`config.mk`:
```
export PLATFORM = sky130hd
export DESIGN_NAME = muldiv_unit
export DESIGN_NICKNAME = d
export VERILOG_FILES = /design/src/rtl/muldiv_unit_pkg.sv /design/src/rtl/muldiv_sign_fix.sv /design/src/rtl/muldiv_unit.sv
export SDC_FILE = /design/constraint.sdc
export NUM_CORES = 1
export LEC_CHECK = 0
export BUFFER_PORTS_ARGS = -buffer_cell sky130_fd_sc_hd__buf_2
export CELL_PAD_IN_SITES_DETAIL_PLACEMENT = 1
export CELL_PAD_IN_SITES_GLOBAL_PLACEMENT = 1
export CORE_ASPECT_RATIO = 1.75
export CORE_UTILIZATION = 47
export CTS_CLUSTER_DIAMETER = 80
export DETAILED_ROUTE_END_ITERATION = 7
export HOLD_SLACK_MARGIN = 0.02
export PLACE_DENSITY_LB_ADDON = 0.15
export SYNTH_ARGS = -nofsm -noshare
export SYNTH_HDL_FRONTEND = slang
export SYNTH_SLANG_ARGS = --single-unit
```
`constraint.sdc`:
```
create_clock -name clk -period 6.3 [get_ports clk]
set_input_delay 0.63 -clock clk [delete_from_list [all_inputs] [get_ports clk]]
set_output_delay 0.63 -clock clk [all_outputs]
set_load 0.02 [all_outputs]
```
`src/rtl/muldiv_unit_pkg.sv`:
```
// Shared constants, state encoding and op-decode helpers for the RV32M multiply/divide unit.
// Op codes mirror the ALU control decoder encodings; the M-ops occupy a contiguous range.
// No logic lives here beyond small pure decode functions.
package muldiv_unit_pkg;

  localparam int MD_XLEN = 32;

  // ALU control decoder op codes (only ADD and the M-ops are of interest here)
  localparam logic [4:0] ALU_ADD    = 5'd0;
  localparam logic [4:0] ALU_MUL    = 5'd16;
  localparam logic [4:0] ALU_MULH   = 5'd17;
  localparam logic [4:0] ALU_MULHSU = 5'd18;
  localparam logic [4:0] ALU_MULHU  = 5'd19;
  localparam logic [4:0] ALU_DIV    = 5'd20;
  localparam logic [4:0] ALU_DIVU   = 5'd21;
  localparam logic [4:0] ALU_REM    = 5'd22;
  localparam logic [4:0] ALU_REMU   = 5'd23;

  typedef enum logic [1:0] {
    MD_IDLE   = 2'd0,
    MD_CALC   = 2'd1,
    MD_FINISH = 2'd2
  } md_state_e;

  function automatic logic is_mop(input logic [4:0] sel);
    return (sel >= ALU_MUL) && (sel <= ALU_REMU);
  endfunction

  function automatic logic is_divop(input logic [4:0] sel);
    return (sel >= ALU_DIV) && (sel <= ALU_REMU);
  endfunction

  // rs1 is treated as signed for MUL, MULH, MULHSU, DIV, REM
  function automatic logic rs1_signed(input logic [4:0] sel);
    return (sel == ALU_MUL) || (sel == ALU_MULH) || (sel == ALU_MULHSU) ||
           (sel == ALU_DIV) || (sel == ALU_REM);
  endfunction

  // rs2 is treated as signed for MUL, MULH, DIV, REM
  function automatic logic rs2_signed(input logic [4:0] sel);
    return (sel == ALU_MUL) || (sel == ALU_MULH) ||
           (sel == ALU_DIV) || (sel == ALU_REM);
  endfunction

endpackage

```
`src/rtl/muldiv_sign_fix.sv`:
```
// Restores the sign of a magnitude result: returns -mag when neg is set, else mag.
// Purely combinational, zero latency.
// No handshake; output follows inputs.
module muldiv_sign_fix #(
  parameter int WIDTH = 32
) (
  input  logic [WIDTH-1:0] mag_i,
  input  logic             neg_i,
  output logic [WIDTH-1:0] val_o
);

  // Two's-complement negate when the true result is negative
  always_comb begin
    val_o = neg_i ? (-mag_i) : mag_i;
  end

endmodule

```
`src/rtl/muldiv_unit.sv`:
```
// RV32M execution unit: radix-2 shift-add multiply and restoring divide, one bit per cycle.
// Latency: ITER+1 cycles from accept to done for normal ops, 1 cycle for divide special cases.
// busy is held through the iterations so the hazard unit stalls EX; start is ignored unless idle.
module muldiv_unit
  import muldiv_unit_pkg::*;
#(
  parameter int XLEN = MD_XLEN,
  parameter int ITER = MD_XLEN
) (
  input  logic            clk,
  input  logic            rst,
  input  logic            start_i,
  input  logic            flush_i,
  input  logic [4:0]      alu_sel_i,
  input  logic [XLEN-1:0] rs1_val_i,
  input  logic [XLEN-1:0] rs2_val_i,
  output logic            busy_o,
  output logic            done_o,
  output logic [XLEN-1:0] result_o
);

  localparam int CNT_W = $clog2(ITER);
  localparam logic [CNT_W-1:0] CNT_LAST = CNT_W'(ITER - 1);
  localparam logic [XLEN-1:0]  ALL_ONES = '1;
  localparam logic [XLEN-1:0]  MIN_NEG  = {1'b1, {(XLEN-1){1'b0}}};

  md_state_e         state_q, state_d;
  logic [CNT_W-1:0]  cnt_q, cnt_d;
  logic              is_div_q, is_div_d;
  logic              is_rem_q, is_rem_d;
  logic              hi_q, hi_d;
  logic              neg_q, neg_d;
  logic              spec_q, spec_d;
  logic [XLEN-1:0]   spec_res_q, spec_res_d;
  logic [2*XLEN-1:0] mcand_q, mcand_d;   // multiplicand, shifted left each step
  logic [XLEN-1:0]   opb_q, opb_d;       // multiplier (shifted right) or divisor
  logic [2*XLEN-1:0] prod_q, prod_d;
  logic [XLEN-1:0]   quot_q, quot_d;     // dividend shifts out of the top, quotient bits in at the bottom
  logic [XLEN-1:0]   rem_q, rem_d;
  logic [XLEN-1:0]   result_q, result_d;
  logic              busy_q, busy_d;
  logic              done_q, done_d;

  // Accept-time decode of the incoming op
  logic              s1, s2;
  logic [XLEN-1:0]   mag_a, mag_b;
  logic              div_zero, div_ovf;

  // Divide step: shift one dividend bit into the partial remainder and trial-subtract
  logic [XLEN:0]     rem_shift, rem_diff;

  // Sign-corrected results
  logic [2*XLEN-1:0] prod_fixed;
  logic [XLEN-1:0]   div_mag, div_fixed;

  muldiv_sign_fix #(.WIDTH(2*XLEN)) u_fix_prod (
    .mag_i (prod_q),
    .neg_i (neg_q),
    .val_o (prod_fixed)
  );

  muldiv_sign_fix #(.WIDTH(XLEN)) u_fix_div (
    .mag_i (div_mag),
    .neg_i (neg_q),
    .val_o (div_fixed)
  );

  // Operand sign/magnitude extraction and divide special-case detection
  always_comb begin
    s1       = rs1_signed(alu_sel_i) && rs1_val_i[XLEN-1];
    s2       = rs2_signed(alu_sel_i) && rs2_val_i[XLEN-1];
    mag_a    = s1 ? (-rs1_val_i) : rs1_val_i;
    mag_b    = s2 ? (-rs2_val_i) : rs2_val_i;
    div_zero = is_divop(alu_sel_i) && (rs2_val_i == '0);
    div_ovf  = ((alu_sel_i == ALU_DIV) || (alu_sel_i == ALU_REM)) &&
               (rs1_val_i == MIN_NEG) && (rs2_val_i == ALL_ONES);
  end

  // Restoring-divide datapath; the top bit of the difference is the borrow
  always_comb begin
    rem_shift = {rem_q, quot_q[XLEN-1]};
    rem_diff  = rem_shift - {1'b0, opb_q};
    div_mag   = is_rem_q ? rem_q : quot_q;
  end

  // Next-state and datapath control
  always_comb begin
    state_d    = state_q;
    cnt_d      = cnt_q;
    is_div_d   = is_div_q;
    is_rem_d   = is_rem_q;
    hi_d       = hi_q;
    neg_d      = neg_q;
    spec_d     = spec_q;
    spec_res_d = spec_res_q;
    mcand_d    = mcand_q;
    opb_d      = opb_q;
    prod_d     = prod_q;
    quot_d     = quot_q;
    rem_d      = rem_q;
    result_d   = result_q;
    done_d     = 1'b0;

    case (state_q)
      MD_IDLE: begin
        if (!flush_i && start_i && is_mop(alu_sel_i)) begin
          is_div_d   = is_divop(alu_sel_i);
          is_rem_d   = (alu_sel_i == ALU_REM) || (alu_sel_i == ALU_REMU);
          hi_d       = (alu_sel_i == ALU_MULH) || (alu_sel_i == ALU_MULHSU) ||
                       (alu_sel_i == ALU_MULHU);
          // remainder takes the dividend's sign, everything else the xor
          neg_d      = is_rem_d ? s1 : (s1 ^ s2);
          mcand_d    = {{XLEN{1'b0}}, mag_a};
          opb_d      = mag_b;
          prod_d     = '0;
          quot_d     = mag_a;
          rem_d      = '0;
          cnt_d      = '0;
          spec_d     = div_zero || div_ovf;
          if (div_zero) begin
            spec_res_d = is_rem_d ? rs1_val_i : ALL_ONES;
          end else begin
            spec_res_d = is_rem_d ? '0 : MIN_NEG;
          end
          state_d    = spec_d ? MD_FINISH : MD_CALC;
        end
      end

      MD_CALC: begin
        if (flush_i) begin
          state_d = MD_IDLE;
        end else begin
          if (is_div_q) begin
            if (!rem_diff[XLEN]) begin
              rem_d  = rem_diff[XLEN-1:0];
              quot_d = {quot_q[XLEN-2:0], 1'b1};
            end else begin
              rem_d  = rem_shift[XLEN-1:0];
              quot_d = {quot_q[XLEN-2:0], 1'b0};
            end
          end else begin
            if (opb_q[0]) begin
              prod_d = prod_q + mcand_q;
            end
            mcand_d = mcand_q << 1;
            opb_d   = opb_q >> 1;
          end
          cnt_d = cnt_q + 1'b1;
          if (cnt_q == CNT_LAST) begin
            state_d = MD_FINISH;
          end
        end
      end

      MD_FINISH: begin
        state_d = MD_IDLE;
        if (!flush_i) begin
          done_d = 1'b1;
          if (spec_q) begin
            result_d = spec_res_q;
          end else if (is_div_q) begin
            result_d = div_fixed;
          end else if (hi_q) begin
            result_d = prod_fixed[2*XLEN-1:XLEN];
          end else begin
            result_d = prod_fixed[XLEN-1:0];
          end
        end
      end

      default: begin
        state_d = MD_IDLE;
      end
    endcase

    busy_d = (state_d == MD_CALC);
  end

  // State and datapath registers; reset abandons any op in flight
  always_ff @(posedge clk) begin
    if (rst) begin
      state_q    <= MD_IDLE;
      cnt_q      <= '0;
      is_div_q   <= 1'b0;
      is_rem_q   <= 1'b0;
      hi_q       <= 1'b0;
      neg_q      <= 1'b0;
      spec_q     <= 1'b0;
      spec_res_q <= '0;
      mcand_q    <= '0;
      opb_q      <= '0;
      prod_q     <= '0;
      quot_q     <= '0;
      rem_q      <= '0;
      result_q   <= '0;
      busy_q     <= 1'b0;
      done_q     <= 1'b0;
    end else begin
      state_q    <= state_d;
      cnt_q      <= cnt_d;
      is_div_q   <= is_div_d;
      is_rem_q   <= is_rem_d;
      hi_q       <= hi_d;
      neg_q      <= neg_d;
      spec_q     <= spec_d;
      spec_res_q <= spec_res_d;
      mcand_q    <= mcand_d;
      opb_q      <= opb_d;
      prod_q     <= prod_d;
      quot_q     <= quot_d;
      rem_q      <= rem_d;
      result_q   <= result_d;
      busy_q     <= busy_d;
      done_q     <= done_d;
    end
  end

  assign busy_o   = busy_q;
  assign done_o   = done_q;
  assign result_o = result_q;

endmodule
```
==> flow_summary.ini <==
[run_status]
outcome = complete, no violations

[global_route]
grt_pass1_vias = 23770
grtUsageTotal_pct = 41.46
grt_max_degree = 82
grt-ovfl-total = 0
grt_antenna_before_repair = 11
grt_pass1_wl_um = 144200

[die]
dieHeight_um = 284.8
initial_core_util_pct = 47.63
die_area_um2 = 46600
row_count = 103
coreArea_um2 = 45110
io_pins = 107
die_w_um = 163.6

[yosys]
yosys.area.top_type = dfxtp_1
synth.top_cell.area_share_pct = 28.14
yosys-top-cells-count = nand2_1, dfxtp_1, nor2_1
ys_seq_area_share_pct = 28.14
ys_warn_count = 0
synth_cell_type_count = 81
synth-edff-count = 0
synth_area_um2 = 21480
synth_flop_cell = dfxtp_1
ys_ff_latch = 302
async_flop_share_pct = 0
syn_nets = 3036
syn_avg_cell_area_um2 = 7.515
synth_area_leaders = dfxtp_1, ha_1, a21oi_1
synth_cells = 2859
yosysMostFrequentCell = nand2_1

[drt]
ant_nets = 0
vias_per_cell = 6.549
wl_per_cell_um = 28.06
num_vias = 22610
drc = 0
drt-initial-drc-count = 1476
drtPass1Iterations = 7
wl_um = 96880

[worst_setup_path]
setup.worst_path.start_class = register
rr_worst_depth = 11
cp_data_arrival_time_ns = 4.81
path_class = reg -> reg
cp.required_ns = 6.73
crit_fanout = 8
worstSetupEndpointType = register

[place]
hpwl_um = 73780
routabilityCongestion = 1.011
numPortBuffers = 106
place_inst = 3389

[cts]
clock_latency_ns = 0.56
clkTransAtPathRegs_ns = 0.07
cts_hold_buf = 0
cts_root_buffer = clkbuf_16
htreeDepth = 2
clk_path_buf_depth = 3
cts_setup_buffers = 0
numCtsBuffers = 35
cts.sinks = 302
cts_tree = done
cts_resized = 0

[timing]
period_share_pct = 69.55
max_slew.worst_pin.slew_ns = 1.308
max_freq_mhz = 228.2
grt_setup_unrepaired = false
tns_ns = 0
period_minus_slack_ns = 4.382
fin_skew_ns = 0.02293
finalHoldViolations = 0
slew_headroom_pct = 12.73
setup_viol = 0
finalMaxSlewViolations = 0

[pwr]
total_leakage_power_nw = 9.273
p_per_area_nw_per_um2 = 206.8
total_power_w = 0.004859
ir_worst_vdd_mv = 0.2423

[final_layout]
final_nets = 3026
fin_cells = 3452
drive_gt1_share_pct = 8.426
fillCellCount = 5698
seqCellArea_um2 = 6052
multi_input_area_um2 = 14540
area_delta_synth_final_pct = 9.353

[worst_hold_path]
holdPathStages = 3
hold_path.class = in -> reg

[run]
maxCapViolCount = 0
kinds of logic after synthesis:
family / synth area share (%)
flip-flops: 28.14
XOR/XNOR: 9.132
multiplexers: 3.174
AND/OR/NAND/NOR: 21.22
buffers and inverters: 4.537
AO/OA/AOI/OAI: 27.67
adder cells (fa/ha/maj): 6.127
report_power, final:
part,leakage (nW),internal (W),switching (W)
combinational,6.27,0.000263,0.000490
sequential,2.44,0.00194,0.0000419
clock,0.559,0.00123,0.000897
total,9.27,0.00343,0.00143
stage by stage:
step | area (µm²) | hold WS [ns] | setup WS (ns) | utilization [%]
2_1_floorplan | 21480 | 0.4161 | 1.669 | -
6_report | 23490 | 0.4261 | 1.918 | 52.09
3_3_place_gp | 22340 | 0.4358 | 2.125 | 49.53
4_1_cts | 23490 | 0.4178 | 1.942 | 52.07
5_1_grt | 23490 | 0.4598 | 1.683 | 52.07
3_5_place_dp | 22340 | 0.4467 | 1.974 | 49.53
path summary, 6_finish.rpt:
check | slack (ns) | endpoint | startpoint
min reg2reg | 0.47 | opb_q[22] | opb_q[22]
min | 0.43 | spec_res_q[23] | rs1_val_i[23]
max | 1.92 | prod_q[54] | prod_q[17]
max reg2reg | 1.92 | prod_q[54] | prod_q[17]
cells in the final DEF (no fill, tap or decap), types with 22 or more instances in the layout:
cell type and count:
buf_2 105, o31ai_1 41, nand3_1 46, buf_4 27
nor3_1 110, nand2_1 309, nor2_1 288, xnor2_1 100
dfxtp_1 299, a22oi_1 82, ha_1 102, or3_1 37
a31oi_1 22, mux2i_1 60, xor2_1 123, inv_1 76
o221ai_1 31, a211oi_1 67, a21o_1 60, clkbuf_16 37
nand4_1 28, a21oi_1 243, o21ai_0 224
cell type report:
type	count	share of cell area [%]
flip-flops and latches	302	25.76
clock buffers	46	4.213
multi-input cells	2300	61.88
well taps	577	3.073
diodes	3	0.03195
clock inverters	14	0.6657
repair buffers	133	3.147
inverters	77	1.230
metal layers:
metal	part of all wire (%)	vias to the layer above	GRT usage, %	routed length (µm)
met3	5.5	404	8.684	5353
met5	0.11	-	0	104
met4	12	16	42.34	11580
met2	49	753	72.64	47520
li1	-	10400	-	-
met1	33	11030	38.43	32320
state kept, by name, indices dropped and copies added, names as in the netlist, 2 cells and up:
name and cells:
quot_q 32, state_q 2, spec_res_q 32, result_o 32, rem_q 32, prod_q 64
opb_q 32, mcand_q 64, cnt_q 5
worst max-delay path: stages (launching register included):
cell and delay [ns]:
dfxtp_1 0.49, ha_1 0.39, a2111o_1 0.41, a31oi_1 0.20
o31ai_1 0.14, a211o_1 0.28, nor4b_1 0.84, o41ai_1 0.29
a21oi_1 0.42, nor3_1 0.16, or3_1 0.38, a32o_1 0.26
No activity file was read; power rests on OpenSTA's default activity.
